$ cat src/rtl/ddr3_wrlvl_pkg.sv
// Shared types and defaults for the DDR3 DQSW write-leveling controller.
// WRLVL_SAMPLE_FILTER_EN selects the multi-sample feedback filter.
package ddr3_wrlvl_pkg;

    typedef enum logic [2:0] {
        ST_IDLE,
        ST_LOAD,
        ST_SETTLE,
        ST_SAMPLE,
        ST_EVAL,
        ST_MOVE,
        ST_DONE,
        ST_FAIL
    } wrlvl_state_t;

    localparam int DEF_TAP_W         = 7;
    localparam int DEF_MAX_TAPS      = 128;
    localparam int DEF_SETTLE_CYCLES = 8;
    localparam int DEF_SAMPLE_COUNT  = 4;

`ifdef WRLVL_SAMPLE_FILTER_EN
    localparam bit SAMPLE_FILTER_EN = 1'b1;
`else
    localparam bit SAMPLE_FILTER_EN = 1'b0;
`endif

    // Without the filter every tap is judged on a single feedback sample.
    function automatic int sample_cycles(input int sample_count);
        return SAMPLE_FILTER_EN ? sample_count : 1;
    endfunction

endpackage

$ cat src/rtl/ddr3_wrlvl_sample_filter.sv
// Collects SAMPLE_CYCLES consecutive RX_DATA samples; level is 1 only if all were 2'b11.
// Sample count is chosen by the controller (WRLVL_SAMPLE_FILTER_EN).
module ddr3_wrlvl_sample_filter #(
    parameter int SAMPLE_CYCLES = 4
) (
    input  logic       clk_i,
    input  logic       rst_n_i,
    input  logic       sample_en_i,
    input  logic [1:0] rx_data_i,
    output logic       level_o,
    output logic       valid_o
);

    localparam int CNT_W = (SAMPLE_CYCLES > 1) ? $clog2(SAMPLE_CYCLES) : 1;

    logic [CNT_W-1:0] cnt_q, cnt_d;
    logic             all_ones_q, all_ones_d;
    logic             hit;
    logic             last;

    always_comb begin
        hit        = (rx_data_i == 2'b11);
        last       = (cnt_q == CNT_W'(SAMPLE_CYCLES - 1));
        cnt_d      = cnt_q;
        all_ones_d = all_ones_q;
        valid_o    = 1'b0;
        level_o    = all_ones_q & hit;
        if (sample_en_i) begin
            if (last) begin
                valid_o    = 1'b1;
                cnt_d      = '0;
                all_ones_d = 1'b1;
            end else begin
                cnt_d      = cnt_q + 1'b1;
                all_ones_d = all_ones_q & hit;
            end
        end
    end

    always_ff @(posedge clk_i or negedge rst_n_i) begin
        if (!rst_n_i) begin
            cnt_q      <= '0;
            all_ones_q <= 1'b1;
        end else begin
            cnt_q      <= cnt_d;
            all_ones_q <= all_ones_d;
        end
    end

endmodule

$ cat src/rtl/ddr3_dqsw_wrlvl_ctrl.sv
// Write-leveling controller for one DDR3 DQSW lane: sweeps IOD delay taps until CK feedback
// goes 0->1 and reports the tap. WRLVL_SAMPLE_FILTER_EN enables multi-sample filtering.
//
// state  | meaning
// IDLE   | waiting for START
// LOAD   | reload IOD delay line to tap 0, clear eye-monitor flags
// SETTLE | wait SETTLE_CYCLES for the delay line to settle
// SAMPLE | collect feedback samples for the current tap
// EVAL   | judge the tap level, decide DONE / FAIL / MOVE
// MOVE   | step the delay line up one tap
// DONE   | 0->1 edge found, TAP_VALUE holds the tap
// FAIL   | sweep exhausted or delay line out of range
module ddr3_dqsw_wrlvl_ctrl
    import ddr3_wrlvl_pkg::*;
#(
    parameter int TAP_W         = DEF_TAP_W,
    parameter int MAX_TAPS      = DEF_MAX_TAPS,
    parameter int SETTLE_CYCLES = DEF_SETTLE_CYCLES,
    parameter int SAMPLE_COUNT  = DEF_SAMPLE_COUNT
) (
    input  logic             fab_clk_i,
    input  logic             arst_n_i,
    input  logic             start_i,
    input  logic [1:0]       rx_data_i,
    input  logic             delay_line_out_of_range_i,
    output logic             delay_line_move_o,
    output logic             delay_line_direction_o,
    output logic             delay_line_load_o,
    output logic             eye_monitor_clear_flags_o,
    output logic             busy_o,
    output logic             done_o,
    output logic             fail_o,
    output logic [TAP_W-1:0] tap_value_o
);

    localparam int SAMPLE_CYCLES = sample_cycles(SAMPLE_COUNT);
    localparam int SET_W         = $clog2(SETTLE_CYCLES + 1);
    localparam logic [SET_W-1:0] SETTLE_INIT = SET_W'(SETTLE_CYCLES - 1);
    localparam logic [TAP_W-1:0] LAST_TAP    = TAP_W'(MAX_TAPS - 1);

    logic [1:0]       rst_sync_q;
    logic             rst_n;
    wrlvl_state_t     state_q, state_d;
    logic [TAP_W-1:0] tap_q, tap_d;
    logic [SET_W-1:0] settle_q, settle_d;
    logic             seen_zero_q, seen_zero_d;
    logic             level_q, level_d;
    logic             flt_level, flt_valid;
    logic             in_sweep;

    // Reset asserts immediately but releases only on a clock edge.
    always_ff @(posedge fab_clk_i or negedge arst_n_i) begin
        if (!arst_n_i) rst_sync_q <= '0;
        else           rst_sync_q <= {rst_sync_q[0], 1'b1};
    end
    assign rst_n = rst_sync_q[1];

    ddr3_wrlvl_sample_filter #(
        .SAMPLE_CYCLES(SAMPLE_CYCLES)
    ) u_filter (
        .clk_i      (fab_clk_i),
        .rst_n_i    (rst_n),
        .sample_en_i(state_q == ST_SAMPLE),
        .rx_data_i  (rx_data_i),
        .level_o    (flt_level),
        .valid_o    (flt_valid)
    );

    always_ff @(posedge fab_clk_i or negedge rst_n) begin
        if (!rst_n) begin
            state_q     <= ST_IDLE;
            tap_q       <= '0;
            settle_q    <= '0;
            seen_zero_q <= 1'b0;
            level_q     <= 1'b0;
        end else begin
            state_q     <= state_d;
            tap_q       <= tap_d;
            settle_q    <= settle_d;
            seen_zero_q <= seen_zero_d;
            level_q     <= level_d;
        end
    end

    always_comb begin
        state_d     = state_q;
        tap_d       = tap_q;
        settle_d    = settle_q;
        seen_zero_d = seen_zero_q;
        level_d     = level_q;
        in_sweep    = (state_q == ST_SETTLE) || (state_q == ST_SAMPLE) ||
                      (state_q == ST_EVAL)   || (state_q == ST_MOVE);
        case (state_q)
            ST_IDLE, ST_DONE, ST_FAIL: begin
                if (start_i) begin
                    state_d     = ST_LOAD;
                    tap_d       = '0;
                    seen_zero_d = 1'b0;
                end
            end
            ST_LOAD: begin
                state_d  = ST_SETTLE;
                settle_d = SETTLE_INIT;
            end
            ST_SETTLE: begin
                if (settle_q == '0) state_d = ST_SAMPLE;
                else                settle_d = settle_q - 1'b1;
            end
            ST_SAMPLE: begin
                if (flt_valid) begin
                    state_d = ST_EVAL;
                    level_d = flt_level;
                end
            end
            ST_EVAL: begin
                // A 1 before any 0 means DQS is already past the CK edge: keep sweeping.
                if (level_q && seen_zero_q) begin
                    state_d = ST_DONE;
                end else begin
                    if (!level_q) seen_zero_d = 1'b1;
                    state_d = (tap_q == LAST_TAP) ? ST_FAIL : ST_MOVE;
                end
            end
            ST_MOVE: begin
                tap_d    = tap_q + 1'b1;
                state_d  = ST_SETTLE;
                settle_d = SETTLE_INIT;
            end
            default: state_d = ST_IDLE;
        endcase
        if (in_sweep && delay_line_out_of_range_i) state_d = ST_FAIL;
    end

    assign delay_line_move_o         = (state_q == ST_MOVE);
    assign delay_line_direction_o    = (state_q == ST_MOVE);
    assign delay_line_load_o         = (state_q == ST_LOAD);
    assign eye_monitor_clear_flags_o = (state_q == ST_LOAD);
    assign busy_o                    = in_sweep || (state_q == ST_LOAD);
    assign done_o                    = (state_q == ST_DONE);
    assign fail_o                    = (state_q == ST_FAIL);
    assign tap_value_o               = tap_q;

endmodule

$ cat config.mk
export PLATFORM = sky130hd
export DESIGN_NAME = ddr3_dqsw_wrlvl_ctrl
export DESIGN_NICKNAME = d
export VERILOG_FILES = /design/src/rtl/ddr3_wrlvl_pkg.sv /design/src/rtl/ddr3_wrlvl_sample_filter.sv /design/src/rtl/ddr3_dqsw_wrlvl_ctrl.sv
export SDC_FILE = /design/constraint.sdc
export NUM_CORES = 1
export LEC_CHECK = 0
export BUFFER_PORTS_ARGS = -buffer_cell sky130_fd_sc_hd__buf_2
export CAP_MARGIN = 5
export CELL_PAD_IN_SITES_DETAIL_PLACEMENT = 2
export CELL_PAD_IN_SITES_GLOBAL_PLACEMENT = 2
export CORE_MARGIN = 1.5
export CORE_UTILIZATION = 32
export DETAILED_ROUTE_END_ITERATION = 8
export PLACE_DENSITY = 0.78
export SLEW_MARGIN = 20
export SYNTH_ARGS = -nofsm -noshare
export SYNTH_HDL_FRONTEND = slang
export SYNTH_SLANG_ARGS = --single-unit
$ cat constraint.sdc
create_clock -name fab_clk_i -period 1.5 [get_ports fab_clk_i]
set_input_delay 0.15 -clock fab_clk_i [delete_from_list [all_inputs] [get_ports fab_clk_i]]
set_output_delay 0.15 -clock fab_clk_i [all_outputs]
set_load 0.005 [all_outputs]
==> results_dict.tcl, run 1 <==
set metrics [dict create \
    status "aborted with a tool error" \
    lastStage "5_1_grt" \
    tool.error "[ERROR DPL-0033] detailed placement checks failed during check placement." \
    synthArstFlopShare_pct 100.0 \
    grt_max_degree 17 \
    ys_warn_count 0 \
    syn_nets 133 \
    synth_edf_count 0 \
    std_cell_rows 21 \
    synth_area_um2 1099 \
    antenna_found_initial 0 \
    grt_worst_setup_endpoint "tap_value_o[4]$_DFFE_PN0P_/D" \
    dp.cells 205 \
    htree_levels 1 \
    die_h_um 61.59 \
    ys.flop_type "dfrtp_1" \
    ys_seq_area_share_pct 41.00 \
    cts.sinks 18 \
    ys_types 38 \
    clockRootBuffer "clkbuf_4" \
    synthCells 123 \
    cts_made_buffers 3 \
    die_w_um 61.59 \
    synth-seq-cells 18 \
    io_buffer_count 19 \
    initial_core_util_pct 33.18 \
    ios 20 \
    endpoint_type "register data pin" \
    clk_path_buf_depth 2 \
    gp_congestion 0.7666 \
    place_ws_ps -189.7 \
    syn_avg_cell_area_um2 8.931 \
    hpwl_um 2761 \
]
==> cells in the mapped netlist, drive strengths merged, types with 2 or more instances <==
cell type / instances / share of area, %
buf: 3 / 2.4
nor2b: 2 / 1.1
inv: 8 / 2.7
a32o: 2 / 1.8
o21ai: 10 / 4.6
nand2b: 3 / 1.7
and3: 2 / 1.1
dfrtp: 18 / 41
clkbuf: 3 / 1.0
ha: 4 / 4.6
nand3: 7 / 3.6
xnor2: 4 / 3.2
a31oi: 3 / 1.7
nor3b: 2 / 1.4
o211ai: 4 / 2.7
nand2: 14 / 4.8
or3b: 2 / 1.6
nor2: 13 / 4.7
nor3: 3 / 1.4
a21oi: 2 / 0.91
==> per-stage QoR <==
stage	cell area [um2]	hold WS (ps)	setup TNS (ps)
4_1_cts	1759	127.4	-1059
2_1_floorplan	1104	-145.6	-231.8
3_5_place_dp	1388	-64.13	-1398
3_3_place_gp	1388	-64.07	-297.2
==> cell families after synthesis <==
group / after synthesis / share of synthesized area, %
mux: 1 / 0.9112
fa+ha+maj: 4 / 4.556
other cells: 1 / 0.3414
xor+xnor: 5 / 3.986
buf+inv: 14 / 6.150
flops: 18 / 41.00
compound gates: 27 / 17.31
simple gates: 53 / 25.74
==> repair_timing <==
action	4_1_cts
resized for setup	50
pin swaps	15
hold buffers	1
buffers inserted	14
setup endpoints to repair	20
endpoints found under the hold margin	2
==> run 2: changes to the inputs <==
CELL_PAD_IN_SITES_DETAIL_PLACEMENT = unset   (was 2)
CELL_PAD_IN_SITES_GLOBAL_PLACEMENT = unset   (was 2)
CORE_UTILIZATION = 20   (was 32)
PLACE_DENSITY = unset   (was 0.78)
PLACE_DENSITY_LB_ADDON = 0.15   (was unset)
==> run 2 against run 1 <==
- the flow now finishes, with violations (setup timing)
- synthesized area is the same
- synthesized cell count is the same
==> results_dict.tcl, run 2 <==
set metrics [dict create \
    synth_area_um2 1099 \
    gp_congestion 0.8291 \
    clk_path_buf_depth 2 \
    crit_buf_inv 0 \
    track_usage_pct 10.52 \
    clk_pin_slew_ps 80 \
    syn_avg_cell_area_um2 8.931 \
    cp_slowest_stage_delay_ps 590 \
    status "complete, but fails checks" \
    max-vdd-ir-drop_v 0.0006855 \
    die_h_um 77.12 \
    violations "setup timing" \
    synth_edf_count 0 \
    cts_tree "built" \
    synthTopCellsByCount "dfrtp_1, nand2_1, nor2_1" \
    p_sw_mw 1.201 \
    fmax_mhz 619.5 \
    largest_reg_flops 7 \
    dieArea_um2 5947 \
    synthArstFlopShare_pct 100.0 \
    antenna_cells 0 \
    ys.flop_type "dfrtp_1" \
    final_cell_mix "buf_4, buf_2, dfrtp_1, nor2_1, nand2_1" \
    std_cell_rows 26 \
    powerDensity_nw_per_um2 1771 \
    seqPwrFrac_pct 23.3 \
    critical_path_class "flip-flop to flip-flop" \
    ys_warn_count 0 \
    hpwl_um 2103 \
    power_mw 3.088 \
    synth.area.top_cells "dfrtp_1, nand2_1, ha_1, nor2_1, o21ai_0" \
    critPathCaptureType "flip-flop" \
    netSwitchingFraction_pct 38.89 \
    htree_levels 1 \
    period_share_pct 107.6 \
    wl_per_cell_um 11.59 \
    die_w_um 77.12 \
    cts.sinks 18 \
    synthCells 123 \
    hold_viol_final 0 \
    ys_types 38 \
    nets 189 \
    internal-power_mw 1.887 \
    slowest_stage "or4b_4" \
    leakage_nw 0.8059 \
    fin_ws_ps -114.3 \
    clockRootBuffer "clkbuf_8" \
    slew_violations 0 \
    crit_path_start_kind "flip-flop" \
    finClkSkew_ps 3.853 \
    antenna_found_initial 0 \
    fin_crit_ps 1614 \
    drive_above_1_share_pct 51.69 \
    clock_latency_ps 260 \
    initial_core_util_pct 21.11 \
    area_delta_synth_final_pct 58.66 \
    viasPerCell 4.391 \
    via_count 1089 \
    drcViolationCount 0 \
    ys_seq_area_share_pct 41.00 \
    final_common_cell "buf_4" \
    yosysTopAreaCell "dfrtp_1" \
    grt_first_pass_wirelength_um 5016 \
    core_area_um2 5205 \
    grt_pass1_vias 1049 \
    critPathRequiredTime_ps 1640 \
    syn_nets 133 \
    yosysTopAreaCellShare_pct 41.00 \
    yosysMostFrequentCell "dfrtp_1" \
    crit_family "simple AND/OR/NAND/NOR gates" \
    synth-seq-cells 18 \
    ios 20 \
    drtIter0Drc 39 \
    drt-total-wl_um 2874 \
    crit_fanout 7 \
    p_clk_share_pct 13.5 \
    setup_violations 10 \
    cts_made_buffers 3 \
    firstDrtPassIters 4 \
    hold_path.class "input pin to flip-flop" \
    dp.cells 234 \
    detail-route-antenna-nets 0 \
    grt_overflow 0 \
    io_buffer_count 19 \
    instances_no_fill 248 \
    critPathArrivalTime_ps 1760 \
    combinationalPowerShare_pct 63.2 \
    rsz0062_at_grt "true" \
    grt_max_degree 17 \
    fin_setup_tns_ps -479.2 \
    place_ws_ps -174.8 \
    maxCapViolations 0 \
    worstPathCellList "or4b_4 > a311oi_2 > xnor2_1 > nor2_2" \
]
[run 2: timing repair]
item / 4_1_cts / 5_1_grt
endpoints found under the setup margin: 20 / 18
cloned: 0 / 0
hold endpoints to repair: 2 / 0
gates resized for setup: 25 / 14
hold buffers: 1 / 0
setup buffers: 5 / 4
pin swaps: 1 / 6
[run 2: layer usage]
layer  vias up  wire length [um]  GRT usage (%)
met5         -                 0              0
met4         0                42          2.909
met3         4               145          3.452
met2        25              1349          16.99
met1       514              1336          13.41
li1        546                 -              -
[run 2: layout make-up]
class | count | area [um2]
Fill cell | 557 | 3462
Sequential cell | 18 | 454.2
Clock buffer | 4 | 55.05
Multi-Input combinational cell | 91 | 719.4
Inverter | 8 | 32.53
Tap cell | 70 | 87.58
Timing Repair Buffer | 57 | 394.1
[run 2: stage by stage]
stage | area, um2 | util [%] | hold slack, ps
2_1_floorplan | 1104 | - | -145.6
3_3_place_gp | 1455 | 27.96 | -65.25
3_5_place_dp | 1455 | 27.96 | -60.97
4_1_cts | 1660 | 31.90 | 139.6
5_1_grt | 1743 | 33.49 | 158.3
6_report | 1743 | 33.49 | 131.9
[run 2: worst min-delay path, stage by stage]
cell     delay (ps)
buf_2           100
nand2_1          40
o21ai_0          60
[run 2: kinds of logic after synthesis]
family | Yosys count | synth area share (%)
other | 1 | 0.3414
and+or+nand+nor | 53 | 25.74
adders and majority gates | 4 | 4.556
muxes | 1 | 0.9112
AOI/OAI and AO/OA | 27 | 17.31
buffers and inverters | 14 | 6.150
DFF | 18 | 41.00
xor gates and xnor gates | 5 | 3.986
[run 2: worst paths after layout]
| check | start | slack [ps] | cells after the start | endpoint |
|---|---|---|---|---|
| worst min-delay path | rx_data_i[1] | 130 | 3 | level_q |
| min in group asynchronous | rst_sync_q[1] | 190 | 1 | tap_value_o[6] |
| max in group asynchronous | rst_sync_q[1] | 1110 | 1 | state_q[0] |
| worst min register to register | rst_sync_q[1] | 190 | 1 | tap_value_o[6] |
| worst max-delay path | state_q[2] | -110 | 4 | tap_value_o[5] |
| worst max register to register | state_q[2] | -110 | 4 | tap_value_o[5] |
[run 2: power by group through the flow]
stage / clock, mW / combinational, mW / sequential, mW
after floorplan: 0 / 0.859 / 0.701
after global placement: 0 / 1.47 / 0.730
after detailed placement: 0 / 1.47 / 0.732
after CTS: 0.429 / 1.78 / 0.715
after global routing: 0.444 / 2.17 / 0.740
final: 0.416 / 1.95 / 0.720
Power figures use the tool's default switching activity.
